**config.mk**
```make
export PLATFORM = sky130hd
export DESIGN_NAME = serial_adder
export DESIGN_NICKNAME = d
export VERILOG_FILES = /design/src/rtl/serial_adder_pkg.sv /design/src/rtl/serial_adder_fa.sv /design/src/rtl/serial_adder.sv
export SDC_FILE = /design/constraint.sdc
export NUM_CORES = 1
export LEC_CHECK = 0
export CAP_MARGIN = 30
export CORE_MARGIN = 3
export CORE_UTILIZATION = 40
export DETAILED_ROUTE_END_ITERATION = 16
export HOLD_SLACK_MARGIN = 0.02
export PLACE_DENSITY = 0.74
export SLEW_MARGIN = 20
export SYNTH_ARGS = -nofsm -noshare
export SYNTH_HDL_FRONTEND = slang
export SYNTH_SLANG_ARGS = --single-unit
```
**constraint.sdc**
```tcl
create_clock -name clk -period 1.5 [get_ports clk]
set_clock_uncertainty 0.1 [all_clocks]
set_input_delay 0.3 -clock clk [delete_from_list [all_inputs] [get_ports clk]]
set_output_delay 0.3 -clock clk [all_outputs]
set_load 0.02 [all_outputs]
```
**src/rtl/serial_adder_pkg.sv**
```systemverilog
// serial_adder_pkg
//   Shared constants for the bit-serial adder: FSM state encoding and the
//   default operand width.
package serial_adder_pkg;

    // 2'd3 is unused and is treated as IDLE by the FSM.
    localparam logic [1:0] ST_IDLE = 2'd0;
    localparam logic [1:0] ST_RUN  = 2'd1;
    localparam logic [1:0] ST_DONE = 2'd2;

    localparam int SA_W_DEFAULT = 8;

endpackage

```
**src/rtl/serial_adder_fa.sv**
```systemverilog
// FA_str
//   1-bit structural full adder built from gate primitives.
//   Ports: c_out (carry out), sum (sum bit), a, b (operand bits), c_in (carry in).
module FA_str (
    output logic c_out,
    output logic sum,
    input  logic a,
    input  logic b,
    input  logic c_in
);

    logic axb, g_ab, g_pc;

    xor u_x1 (axb,   a,   b);
    xor u_x2 (sum,   axb, c_in);
    and u_a1 (g_ab,  a,   b);
    and u_a2 (g_pc,  axb, c_in);
    or  u_o1 (c_out, g_ab, g_pc);

endmodule

```
**src/rtl/serial_adder.sv**
```systemverilog
// serial_adder
//   Bit-serial W-bit adder. One FA_str cell adds the operands LSB-first, one
//   bit per clock, with the carry held in a flip-flop between bits.
//   Ports:
//     clk, rst_n        clock, asynchronous active-low reset
//     start             request, sampled only in IDLE
//     a, b, c_in        operands / carry-in, captured on the accepting edge
//     busy              high in RUN and DONE
//     done              one-cycle pulse when the result becomes valid
//     sum, c_out        result mod 2^W and carry out of the MSB (held)
//     overflow          signed overflow of the last result (held)
module serial_adder
    import serial_adder_pkg::*;
#(
    parameter  int W  = SA_W_DEFAULT,
    localparam int CW = $clog2(W + 1)
) (
    input  logic         clk,
    input  logic         rst_n,
    input  logic         start,
    input  logic [W-1:0] a,
    input  logic [W-1:0] b,
    input  logic         c_in,
    output logic         busy,
    output logic         done,
    output logic [W-1:0] sum,
    output logic         c_out,
    output logic         overflow
);

    localparam logic [CW-1:0] CNT_PRE  = CW'(W - 2);
    localparam logic [CW-1:0] CNT_LAST = CW'(W - 1);

    logic [1:0]    state_q;
    logic [W-1:0]  sh_a_q, sh_b_q, sh_r_q;
    logic [W-1:0]  sum_q;
    logic [CW-1:0] cnt_q;
    logic          carry_q, c_msb_q;
    logic          done_q, c_out_q, ovf_q;

    logic          fa_s, fa_co;
    logic [W-1:0]  sh_r_d;

    FA_str u_fa (
        .c_out (fa_co),
        .sum   (fa_s),
        .a     (sh_a_q[0]),
        .b     (sh_b_q[0]),
        .c_in  (carry_q)
    );

    // Result register fills from the top so bit 0 lands at the LSB after W shifts.
    assign sh_r_d = {fa_s, sh_r_q[W-1:1]};

    always_ff @(posedge clk or negedge rst_n) begin
        if (!rst_n) begin
            state_q <= ST_IDLE;
            sh_a_q  <= '0;
            sh_b_q  <= '0;
            sh_r_q  <= '0;
            sum_q   <= '0;
            cnt_q   <= '0;
            carry_q <= 1'b0;
            c_msb_q <= 1'b0;
            done_q  <= 1'b0;
            c_out_q <= 1'b0;
            ovf_q   <= 1'b0;
        end else begin
            done_q <= 1'b0;
            case (state_q)
                ST_RUN: begin
                    sh_a_q  <= sh_a_q >> 1;
                    sh_b_q  <= sh_b_q >> 1;
                    sh_r_q  <= sh_r_d;
                    carry_q <= fa_co;
                    cnt_q   <= cnt_q + 1'b1;
                    // Carry leaving bit W-2 is the carry into the MSB.
                    if (cnt_q == CNT_PRE) c_msb_q <= fa_co;
                    if (cnt_q == CNT_LAST) begin
                        state_q <= ST_DONE;
                        sum_q   <= sh_r_d;
                        c_out_q <= fa_co;
                        ovf_q   <= c_msb_q ^ fa_co;
                        done_q  <= 1'b1;
                    end
                end
                ST_DONE: begin
                    state_q <= ST_IDLE;
                end
                default: begin
                    if (start) begin
                        state_q <= ST_RUN;
                        sh_a_q  <= a;
                        sh_b_q  <= b;
                        carry_q <= c_in;
                        cnt_q   <= '0;
                    end
                end
            endcase
        end
    end

    assign busy     = (state_q == ST_RUN) || (state_q == ST_DONE);
    assign done     = done_q;
    assign sum      = sum_q;
    assign c_out    = c_out_q;
    assign overflow = ovf_q;

endmodule

```
==> parameters.txt <==
Parameter                              Value

Drt
  Drt pass-1 iters ... 4
  Sum of routed wire length over all layers ... around 3700 µm
  Routed via count ... 1334
  First-iteration detailed-routing DRC count ... between 60 and 70
  Final ANT Viol Nets ... 0
  Routed vias/inst ... 5.09
  DRC violations left ... 0
  Final routed wire length divided by cell count ... between 10 and 15 µm

Synth
  Count of flip-flops with a built-in enable after synthesis ... 0
  Count of different cell masters after synthesis ... 25
  Net count after synthesis ... 182
  Syn. warnings ... 0
  Async set or reset register ratio after synthesis ... between 90% and 100%
  Mean post-synth cell area ... ~12 µm²
  Most frequent cells after synthesis ... 42 x sky130_fd_sc_hd__dfrtp_1, 24 x sky130_fd_sc_hd__nand2_1, 20 x sky130_fd_sc_hd__o21ai_0, 17 x sky130_fd_sc_hd__mux2_2, 16 x sky130_fd_sc_hd__mux2i_1
  Ranking of synthesized cells by area ... sky130_fd_sc_hd__dfrtp_1 55%, sky130_fd_sc_hd__mux2_2 10%, sky130_fd_sc_hd__mux2i_1 8.4%, sky130_fd_sc_hd__o21ai_0 5.3%, sky130_fd_sc_hd__nand2_1 4.7%
  Top cell type by total area after synthesis ... sky130_fd_sc_hd__dfrtp_1
  Post-Synthesis Cell Area ... ~0.0019 mm²
  Dominant cell by count in the synthesized netlist ... sky130_fd_sc_hd__dfrtp_1
  Flip-flop and latch count after synthesis ... between 40 and 50
  Area share of the largest cell type after synthesis ... between 50 and 60%
  Gate count of the mapped netlist ... 156
  Primary FF master, synth ... sky130_fd_sc_hd__dfrtp_1
  Sequential cell area fraction in the yosys report ... 55.3%

Clocking
  Clk root buf ... sky130_fd_sc_hd__clkbuf_8
  CTS tree ... built
  Max Buffers Root-to-Sink ... 2
  Depth of the CTS H-tree ... 2
  Clk sinks ... between 40 and 50
  Clk Latency, worst-skew pair ... about 290 ps
  CTS clk-pin slew, worst paths ... roughly 80 ps
  CTS Buf Count ... 5

Global routing
  Overall Global Routing Usage ... between 10% and 20%
  Largest net degree at the start of global routing ... 26
  Congestion Overflow GR ... 0
  Antenna violations before repair ... 0
  Number of global-route vias before repair ... approximately 1300
  First-pass GRT wire length ... a little over 6000 µm

Power
  Peak ir drop on the vdd network ... about 0.84 mV
  Sequential power share ... a little under two fifths
  Overall power after layout ... 5340 µW
  Total power divided by cell area ... slightly below 2000 mW/mm²
  Clock share of power ... between 10% and 20%
  P_leak ... between 0.001 and 0.0015 µW
  Internal power of the cells ... 3430 µW
  Net switching power ... between 1500 and 2000 µW
  Part of the power in combinational logic ... between 40% and 50%
  Switching power share of the total ... a little over a third

Timing
  Endpoints failing hold ... 0
  # setup viols final ... 14
  Slew HR ... approximately 70%
  Worst Tran Pin Value ... between 400 and 500 ps
  Aggregate negative setup slack ... -562 ps
  Post-route setup slack ... -70.7 ps
  Post-layout min period ... 1570 ps
  Count of pins over their slew limit ... 0
  Highest attainable clock frequency ... ~640 MHz
  Worst hold slack across all endpoints ... between 300 and 400 ps
  Unrepaired setup endpoints after global routing ... true
  Tcrit/Tclk final ... 105%

Setup path
  Worst endpoint data arrival time ... between 1000 and 1500 ps
  Largest stage delay on the critical path ... 390 ps
  Critical path type ... reg -> out
  Most used cell, CP ... sky130_fd_sc_hd__inv_2
  Critical Path Fanout Max ... 2
  Crit. End Element ... output pin
  Crit-path cells ... inv_2 -> ha_2 -> inv_2 -> buf_6
  Type of origin of the critical path ... register
  Slowest cell on the critical path ... sky130_fd_sc_hd__dfrtp_1
  Data required time of the worst path ... roughly 1100 ps

Cells and area
  Antenna fix cells ... 0
  Final Net Count ... approximately 240
  Filler Cell Count ... between 300 and 400
  Layout Area Growth over Synthesis ... 43.2%
  Share of final-layout standard cells stronger than drive strength 1 ... 38.6%

Run status
  Status ... finished, violations left
  Violations in the final reports ... negative setup slack

Placement
  Final weighted congestion in routability-driven placement ... just under 0.7
  Port Buffers ... 31
  Post-DP HPWL ... ~2400 µm

Floorplan
  Top-Level Pins ... 32
  Initial standard-cell utilization of the core ... between 40% and 50%
  Die footprint ... roughly 0.0056 mm²
  Die H ... between 70 and 80 µm
  Die boundary width ... 74.9 µm
  Std-Cell Core Area ... 0.00447 mm²
  Standard-cell row count ... 24

Worst hold path
  Hold/Removal Path Class ... in -> async

Job
  Max-cap violation count ... 0
cells by family after synthesis:
| logic type | Yosys count | share of synthesized area [%] |
|---|---|---|
| AOI/OAI and AO/OA | 24 | 7.31 |
| xor gates and xnor gates | 1 | 0.461 |
| adders and majority gates | 6 | 4.35 |
| buffers and inverters | 14 | 4.02 |
| DFF | 42 | 55.3 |
| muxes | 33 | 18.5 |
| and+or+nand+nor | 36 | 10.1 |
area by class of cell:
type,instances,area (µm²),share of cell area [%]
multi-input cells,101,917,33.7
repair buffers,54,578,21.2
clock inverters,1,5.00,0.184
well taps,52,65.1,2.39
flip-flops and latches,42,1050,38.6
inverters,5,18.8,0.690
clock buffers,7,86.3,3.17
flip-flops by register name, summed over array words and instances, names as in the netlist:
register  count
sh_a_q        8
state_q       2
done          1
sh_r_q        7
c_out         1
sh_b_q        8
sum           8
overflow      1
c_msb_q       1
carry_q       1
cnt_q         4
power by group through the flow:
| stage | clock [µW] | sequential, µW | combinational [µW] |
|---|---|---|---|
| 2_1_floorplan | 0 | 2060 | 1240 |
| 3_3_place_gp | 0 | 1950 | 2060 |
| 3_5_place_dp | 0 | 1970 | 2150 |
| 4_1_cts | 758 | 1980 | 2440 |
| 5_1_grt | 804 | 2080 | 2810 |
| 6_report | 739 | 2010 | 2590 |
routing by layer:
layer	global-route usage, %	routed length (µm)	share of wire [%]	vias up
met5	0	0	0	-
met4	6.72	68	1.8	0
met3	4.54	204	5.5	9
met2	24.4	1970	53	35
met1	17.6	1460	39	647
li1	-	-	-	643
stage by stage:
step / cells / utilization (%) / setup slack (ps) / area, µm²
2_1_floorplan: 156 / - / -16.1 / 1920
3_5_place_dp: 245 / 53.2 / -257 / 2380
3_3_place_gp: 245 / 53.2 / -233 / 2380
4_1_cts: 260 / 59.2 / -95.5 / 2650
6_report: 262 / 60.8 / -70.7 / 2720
5_1_grt: 262 / 60.8 / -134 / 2720
repair_timing:
item                                    CTS  global route
pin swaps                                11             2
endpoints found under the setup margin   40            41
gates cloned                              2             0
endpoints found under the hold margin    17             0
resized for setup                        52            23
buffers inserted                          4             2
hold buffers                              1             0
worst max-delay path, delay by kind of cell, from the launching register on:
family,cells,cell delay (ps)
adders and majority gates,1,260
buffers and inverters,3,230
DFF,1,390
cell usage in the layout, fill, tap and decap left out, types with 4 or more instances in the layout:
| master | netlist | routed |
|---|---|---|
| sky130_fd_sc_hd__clkdlybuf4s50_1 | 0 | 18 |
| sky130_fd_sc_hd__dfrtp_1 | 42 | 42 |
| sky130_fd_sc_hd__nand2_1 | 24 | 13 |
| sky130_fd_sc_hd__dlygate4sd2_1 | 0 | 11 |
| sky130_fd_sc_hd__buf_4 | 0 | 11 |
| sky130_fd_sc_hd__nand2_4 | 0 | 4 |
| sky130_fd_sc_hd__buf_6 | 1 | 5 |
| sky130_fd_sc_hd__o21ai_1 | 0 | 10 |
| sky130_fd_sc_hd__clkbuf_8 | 1 | 6 |
| sky130_fd_sc_hd__mux2i_1 | 16 | 16 |
| sky130_fd_sc_hd__mux2_2 | 17 | 17 |
| sky130_fd_sc_hd__o21ai_2 | 0 | 9 |
| sky130_fd_sc_hd__buf_12 | 0 | 6 |
| sky130_fd_sc_hd__nand2_2 | 0 | 7 |
final timing paths:
check | slack (ps) | start | cells past startpoint | to
setup / recovery | -70 | state_q[0]$_DFFE_PN0P_ | 4 | busy
hold / removal | 380 | rst_n | 2 | done$_DFF_PN0_
setup reg to reg | -60 | state_q[1]$_DFFE_PN0P_ | 9 | sh_b_q[6]$_DFFE_PN0P_
hold reg to reg | 390 | sh_a_q[1]$_DFFE_PN0P_ | 2 | sh_a_q[1]$_DFFE_PN0P_
max in group asynchronous | 430 | rst_n | 3 | sum[0]$_DFFE_PN0P_
min in group clk | 390 | sh_a_q[1]$_DFFE_PN0P_ | 2 | sh_a_q[1]$_DFFE_PN0P_
(Power assumes the default switching activity.)
